### src/rtl/wb_host_pkg.sv
// Shared types and constants for the Wishbone host bridge.
// Optional timeout/abort path is enabled with the macro WB_HOST_TIMEOUT_EN.
package wb_host_pkg;

  localparam int unsigned WB_DW   = 32;
  localparam int unsigned WB_AW   = 32;
  localparam int unsigned WB_SELW = 4;

  // Read data reported with an aborted transfer
  localparam logic [WB_DW-1:0] RSP_ERR_DAT = 32'h0;

  typedef enum logic [1:0] {
    IDLE = 2'd0,
    BUS  = 2'd1,
    RESP = 2'd2
  } state_e;

  // Command payload as it is held on the Wishbone outputs
  typedef struct packed {
    logic               we;
    logic [WB_SELW-1:0] sel;
    logic [WB_AW-1:0]   adr;
    logic [WB_DW-1:0]   dat;
  } wb_cmd_t;

  // Response data for a completed (acknowledged) transfer: writes return zero
  function automatic logic [WB_DW-1:0] ack_rsp_data(input logic we,
                                                    input logic [WB_DW-1:0] rd);
    return we ? WB_DW'(0) : rd;
  endfunction

endpackage

### src/rtl/wb_host_bridge_timeout.sv
// Bus-cycle timeout counter for the Wishbone host bridge.
// Instantiated only when WB_HOST_TIMEOUT_EN is defined.
module wb_host_timeout #(
  parameter int unsigned TIMEOUT = 255,
  parameter int unsigned CNT_W   = 8
) (
  input  logic clk,
  input  logic rst,
  input  logic clr,
  input  logic run,
  output logic expired
);

  logic [CNT_W-1:0] cnt;

  // Counts cycles spent waiting for an acknowledge; cleared on each new command
  always_ff @(posedge clk) begin
    if (rst || clr) begin
      cnt <= '0;
    end else if (run) begin
      cnt <= cnt + CNT_W'(1);
    end
  end

  // Last allowed wait cycle: the bus is held for exactly TIMEOUT cycles
  assign expired = run && (cnt == CNT_W'(TIMEOUT - 1));

endmodule

### src/rtl/wb_host_bridge.sv
// Wishbone classic single-transfer initiator: valid/ready command stream in,
// one bus cycle per command, valid/ready response stream out.
// Define WB_HOST_TIMEOUT_EN to build the ack timeout and abort path.
module wb_host_bridge
  import wb_host_pkg::*;
#(
  parameter int unsigned TIMEOUT = 255,
  parameter int unsigned CNT_W   = 8,
  parameter int unsigned STAT_W  = 16
) (
  input  logic               wb_clk_i,
  input  logic               wb_rst_i,
  input  logic               cmd_valid,
  output logic               cmd_ready,
  input  logic               cmd_we,
  input  logic [WB_SELW-1:0] cmd_sel,
  input  logic [WB_AW-1:0]   cmd_adr,
  input  logic [WB_DW-1:0]   cmd_dat,
  output logic               rsp_valid,
  input  logic               rsp_ready,
  output logic [WB_DW-1:0]   rsp_dat,
  output logic               rsp_err,
  output logic               wbm_cyc_o,
  output logic               wbm_stb_o,
  output logic               wbm_we_o,
  output logic [WB_SELW-1:0] wbm_sel_o,
  output logic [WB_AW-1:0]   wbm_adr_o,
  output logic [WB_DW-1:0]   wbm_dat_o,
  input  logic               wbm_ack_i,
  input  logic [WB_DW-1:0]   wbm_dat_i,
  output logic [STAT_W-1:0]  xfer_cnt,
  output logic [STAT_W-1:0]  err_cnt
);

  // Reject an unusable timeout setting at elaboration
  if (TIMEOUT < 1 || TIMEOUT > (2 ** CNT_W) - 1) begin : g_bad_timeout
    $error("wb_host_bridge: TIMEOUT out of range for CNT_W");
  end

  state_e  state;
  state_e  next_state;
  wb_cmd_t cmd_q;
  logic    cyc_q;
  logic    accept_c;
  logic    ack_c;
  logic    tmo_c;

  assign accept_c = (state == IDLE) && cmd_ready && cmd_valid;
  assign ack_c    = (state == BUS) && wbm_ack_i;

`ifdef WB_HOST_TIMEOUT_EN
  logic expired;

  wb_host_timeout #(
    .TIMEOUT (TIMEOUT),
    .CNT_W   (CNT_W)
  ) u_timeout (
    .clk     (wb_clk_i),
    .rst     (wb_rst_i),
    .clr     (accept_c),
    .run     (state == BUS),
    .expired (expired)
  );

  // An acknowledge in the final wait cycle takes priority over the abort
  assign tmo_c = (state == BUS) && !wbm_ack_i && expired;
`else
  assign tmo_c = 1'b0;
`endif

  // State register
  always_ff @(posedge wb_clk_i) begin
    if (wb_rst_i) begin
      state <= IDLE;
    end else begin
      state <= next_state;
    end
  end

  // Next-state decode
  always_comb begin
    next_state = state;
    case (state)
      IDLE:    if (accept_c)       next_state = BUS;
      BUS:     if (ack_c || tmo_c) next_state = RESP;
      RESP:    if (rsp_ready)      next_state = IDLE;
      default:                     next_state = IDLE;
    endcase
  end

  // Handshake flags follow the state being entered
  always_ff @(posedge wb_clk_i) begin
    if (wb_rst_i) begin
      cmd_ready <= 1'b0;
      rsp_valid <= 1'b0;
    end else begin
      cmd_ready <= (next_state == IDLE);
      rsp_valid <= (next_state == RESP);
    end
  end

  // Bus-side registers: command is latched at accept and held afterwards
  always_ff @(posedge wb_clk_i) begin
    if (wb_rst_i) begin
      cmd_q <= '0;
      cyc_q <= 1'b0;
    end else if (accept_c) begin
      cmd_q <= '{we: cmd_we, sel: cmd_sel, adr: cmd_adr, dat: cmd_dat};
      cyc_q <= 1'b1;
    end else if (ack_c || tmo_c) begin
      cyc_q <= 1'b0;
    end
  end

  assign wbm_cyc_o = cyc_q;
  assign wbm_stb_o = cyc_q;
  assign wbm_we_o  = cmd_q.we;
  assign wbm_sel_o = cmd_q.sel;
  assign wbm_adr_o = cmd_q.adr;
  assign wbm_dat_o = cmd_q.dat;

  // Response capture at the end of the bus cycle, held through RESP
  always_ff @(posedge wb_clk_i) begin
    if (wb_rst_i) begin
      rsp_dat <= '0;
      rsp_err <= 1'b0;
    end else if (ack_c) begin
      rsp_dat <= ack_rsp_data(cmd_q.we, wbm_dat_i);
      rsp_err <= 1'b0;
    end else if (tmo_c) begin
      rsp_dat <= RSP_ERR_DAT;
      rsp_err <= 1'b1;
    end
  end

  // Completed-transfer counter, wraps naturally
  always_ff @(posedge wb_clk_i) begin
    if (wb_rst_i) begin
      xfer_cnt <= '0;
    end else if (ack_c || tmo_c) begin
      xfer_cnt <= xfer_cnt + STAT_W'(1);
    end
  end

`ifdef WB_HOST_TIMEOUT_EN
  logic [STAT_W-1:0] err_q;

  // Timed-out transfer counter, wraps naturally
  always_ff @(posedge wb_clk_i) begin
    if (wb_rst_i) begin
      err_q <= '0;
    end else if (tmo_c) begin
      err_q <= err_q + STAT_W'(1);
    end
  end

  assign err_cnt = err_q;
`else
  assign err_cnt = '0;
`endif

endmodule

### config.mk
export PLATFORM = sky130hd
export DESIGN_NAME = wb_host_bridge
export DESIGN_NICKNAME = d
export VERILOG_FILES = /design/src/rtl/wb_host_pkg.sv /design/src/rtl/wb_host_bridge_timeout.sv /design/src/rtl/wb_host_bridge.sv
export SDC_FILE = /design/constraint.sdc
export NUM_CORES = 1
export LEC_CHECK = 0
export CAP_MARGIN = 20
export CORE_ASPECT_RATIO = 1.4
export CORE_UTILIZATION = 35
export CTS_CLUSTER_SIZE = 8
export DETAILED_ROUTE_END_ITERATION = 16
export PLACE_DENSITY_LB_ADDON = 0.3
export SETUP_SLACK_MARGIN = 0.15
export SLEW_MARGIN = 5
export SYNTH_ARGS = -nofsm -noshare
export SYNTH_HDL_FRONTEND = slang
export SYNTH_SLANG_ARGS = --single-unit
### constraint.sdc
create_clock -name wb_clk_i -period 1.6 [get_ports wb_clk_i]
set_input_delay 0.48 -clock wb_clk_i [delete_from_list [all_inputs] [get_ports wb_clk_i]]
set_output_delay 0.48 -clock wb_clk_i [all_outputs]
set_load 0.02 [all_outputs]
==> results.md <==
- Status: finished, final reports clean
- Netlist cell types: 31
- RR Startpoint: xfer_cnt[6]$_SDFFE_PP0P_
- Worst setup endpoint: xfer_cnt[15]$_SDFFE_PP0P_
- Clock network power share: 47.3%
- Root Buffer: clkbuf_16
- Int Pwr: 5.95 mW
- Layout area overhead: 58.0%
- Clock Latency Late Sink: 0.40 ns
- Vias in the first global route: 4439
- Die H: 138 um
- Reg area: 2490 sq um
- Compound-Gate Fraction of Synth Area: 13.1%
- Total Routing Usage GR: 19.4%
- Max stage delay on crit path: 0.42 ns
- Share of layout cells above drive strength 1: 26.8%
- DIE AREA: 13600 sq um
- Critical Path RT: 1.94 ns
- Skew final: 0.00814 ns
- LEAKAGE: 3.01 nW
- Crit path capture type: register
- Cells after Synth: 564
- Vias per cell: 4.82
- Fillers: 1193
- Yosys warns: 0
- Avg Cell Area, Syn: 8.15 sq um
- Reg2reg setup slack: 0.08 ns
- Crit path cell chain: nand4_1 -> or3_4 -> or4_4 -> a21oi_2
- Sequential Power Share: 40.2%
- Initial antenna violation count: 0
- Critical path's slowest cell: or3_4
- Simple-Gate Fraction of Synth Area: 25.4%
- Clock sinks: 122
- Max-Cap Viols: 0
- Grt total ovfl: 0
- DPL Wire Length: 9.64 mm
- Final Util: 56.7%
- Xor/xnor share of the synthesized area: 1.71%
- IO Pins: 244
- Fin nets: 904
- Drt wl/cell: 14.3 um
- Peak supply drop: 593 uV
- Post-synth EDFFs: 0
- Initial Util: 35.9%
- Hold Vio Cnt, Final: 0
- Largest family of logic cells by synthesized area: simple AND/OR/NAND/NOR gates
- Gate power share: 12.5%
- First-pass GRT wire length: 21.0 mm
- Max Clock Freq: 657 MHz
- DR iter-0 viols: 121
- Clk buf depth: 2
- H-tree levels: 4
- Vias post-DR: 4644
- Cells on worst reg2reg path: 4
- RD Place Congestion: 0.716
- Critical Path Source Type: register
- Most common cell in the synthesized netlist: nand2_1
- Synth top area share: 53.1%
- CP max FO: 6
- Switching share of power: 25.4%
- Seq/Total Area, Yosys: 53.1%
- Crit path time final: 1.52 ns
- Post-layout instance area: 7260 sq um
- Psw: 2.03 mW
- Hold Buf Count CTS: 0
- Max-slew violations: 0
- Footprint of the multi-input gates: 2010 sq um
- Remaining DRCs: 0
- Hold WC Path Type: register to register
- R2R Path End: xfer_cnt[15]$_SDFFE_PP0P_
- Pwr Density: 1100 nW/um^2
- Ys async rst share: 0%
- Row count: 49
- Top_reg_cell synth: dfxtp_1
- RSZ-0062 raised after global routing: yes
- Largest net degree at the start of global routing: 64
- Placed Instance Area: 7090 sq um
- Wirelength, routed: 13.8 mm
- CTS buffer count: 17
- Core ar.: 12800 sq um
- WS Path Type: register to register
- Final ANT Viol Nets: 0
- CP arrival: 1.86 ns
- CTS tree: yes
- Clock-pin slew on the worst setup and hold paths: 0.06 ns
- CP startpoint: xfer_cnt[6]$_SDFFE_PP0P_
- Synth area leader: dfxtp_1
- Post-Synth Adder-Cell Area: 0.272%
- Mux cell area share after synthesis: 0%
- Fin crit share: 95.1%
- Drt pass-1 iters: 4
- Number of synthesized register bits: 122
- Die width: 98.9 um
- Synth top cells by count: nand2_1 (179), dfxtp_1 (122), a21oi_1 (112)
- I/O Buffers: 226
- Hold WS: 0.445 ns
- Cell area after synthesis: 4600 sq um
- Dominant cells by area after synthesis: dfxtp_1 (53%), nand2_1 (15%), a21oi_1 (12%)
- Ant diodes: 0
- Setup Viol. Count Final: 0
-- logic make-up (layout without fill, tap and decap cells) --
family,after synthesis,in the layout
simple gates,253,253
other cells,1,17
buf+inv,60,290
fa+ha+maj,1,1
compound gates,118,118
xor+xnor,9,9
flops,122,122
-- flip-flops by register name, summed over array words and instances, names as in the netlist --
signal / cells
rsp_dat: 32
wbm_adr_o: 32
wbm_dat_o: 32
xfer_cnt: 16
wbm_sel_o: 4
state: 2
cmd_ready: 1
rsp_valid: 1
wbm_cyc_o: 1
wbm_we_o: 1
-- critical path: cells and delay by family, from the launching register on --
| family | cells | cell delay (ns) |
|---|---|---|
| DFF | 1 | 0.37 |
| AOI/OAI and AO/OA | 1 | 0.13 |
| and+or+nand+nor | 3 | 0.96 |
-- cell type report --
cell class | count | share of cell area [%]
flip-flops and latches | 122 | 34.2
multi-input cells | 398 | 27.6
repair buffers | 256 | 27.3
clock buffers | 19 | 6.10
well taps | 153 | 2.64
clock inverters | 13 | 2.00
inverters | 2 | 0.103
-- layout by cell type (no fill, tap or decap), types with 4 or more instances in the layout --
cell and n:
buf_4 39, clkinvlp_4 4, buf_2 107, nand2_1 179
clkinv_4 4, clkbuf_16 18, clkdlybuf4s50_1 103, or3_4 4
dfxtp_4 10, dfxtp_1 106, xnor2_1 6, nand3b_1 33
conb_1 17, buf_12 4, dfxtp_2 6, nor2_1 13
a21oi_1 109
-- power groups by stage --
stage | Sequential [mW] | Clock, mW | Combinational (mW)
2_1_floorplan | 3.42 | 0 | 0.361
3_3_place_gp | 3.27 | 0 | 1.07
3_5_place_dp | 3.28 | 0 | 1.08
4_1_cts | 3.21 | 3.84 | 0.976
5_1_grt | 3.22 | 3.98 | 1.07
6_report | 3.21 | 3.78 | 0.997
-- timing repair --
| action | CTS | global route |
|---|---|---|
| cloned | 0 | 1 |
| setup buffers | 2 | 7 |
| resized for setup | 496 | 19 |
| endpoints found under the setup margin | 164 | 26 |
| pin swaps | 2 | 5 |
-- metal layers --
metal / global-route usage (%) / up-vias / share of wire (%)
met2: 34.1 / 188 / 52
met3: 6.39 / 28 / 7.5
met4: 8.46 / 0 / 2.0
met1: 21.3 / 2133 / 39
li1: - / 2295 / -
met5: 0 / - / 0
-- worst min path at each step --
| stage | startpoint | end | slack, ns | cells after the start |
|---|---|---|---|---|
| after floorplan | xfer_cnt[1]$_SDFFE_PP0P_ | xfer_cnt[1]$_SDFFE_PP0P_ | 0.51 | 2 |
| after global placement | rsp_dat[1]$_SDFFE_PP0P_ | rsp_dat[1]$_SDFFE_PP0P_ | 0.44 | 2 |
| after detailed placement | rsp_dat[2]$_SDFFE_PP0P_ | rsp_dat[2]$_SDFFE_PP0P_ | 0.44 | 2 |
| after CTS | rsp_dat[2]$_SDFFE_PP0P_ | rsp_dat[2]$_SDFFE_PP0P_ | 0.45 | 2 |
| after global routing | rsp_dat[5]$_SDFFE_PP0P_ | rsp_dat[5]$_SDFFE_PP0P_ | 0.46 | 2 |
| final | rsp_dat[2]$_SDFFE_PP0P_ | rsp_dat[2]$_SDFFE_PP0P_ | 0.44 | 2 |
-- through the flow --
step	std cells	power [mW]	setup TNS, ns	setup slack (ns)
CTS	955	8.02	0	0.0674
floorplan	580	3.78	0	0.0594
global route	963	8.28	0	0.0343
detailed placement	921	4.36	-24.73	-0.504
finish	963	7.98	0	0.0783
global placement	921	4.34	-20.08	-0.460
Power figures use the tool's default switching activity.
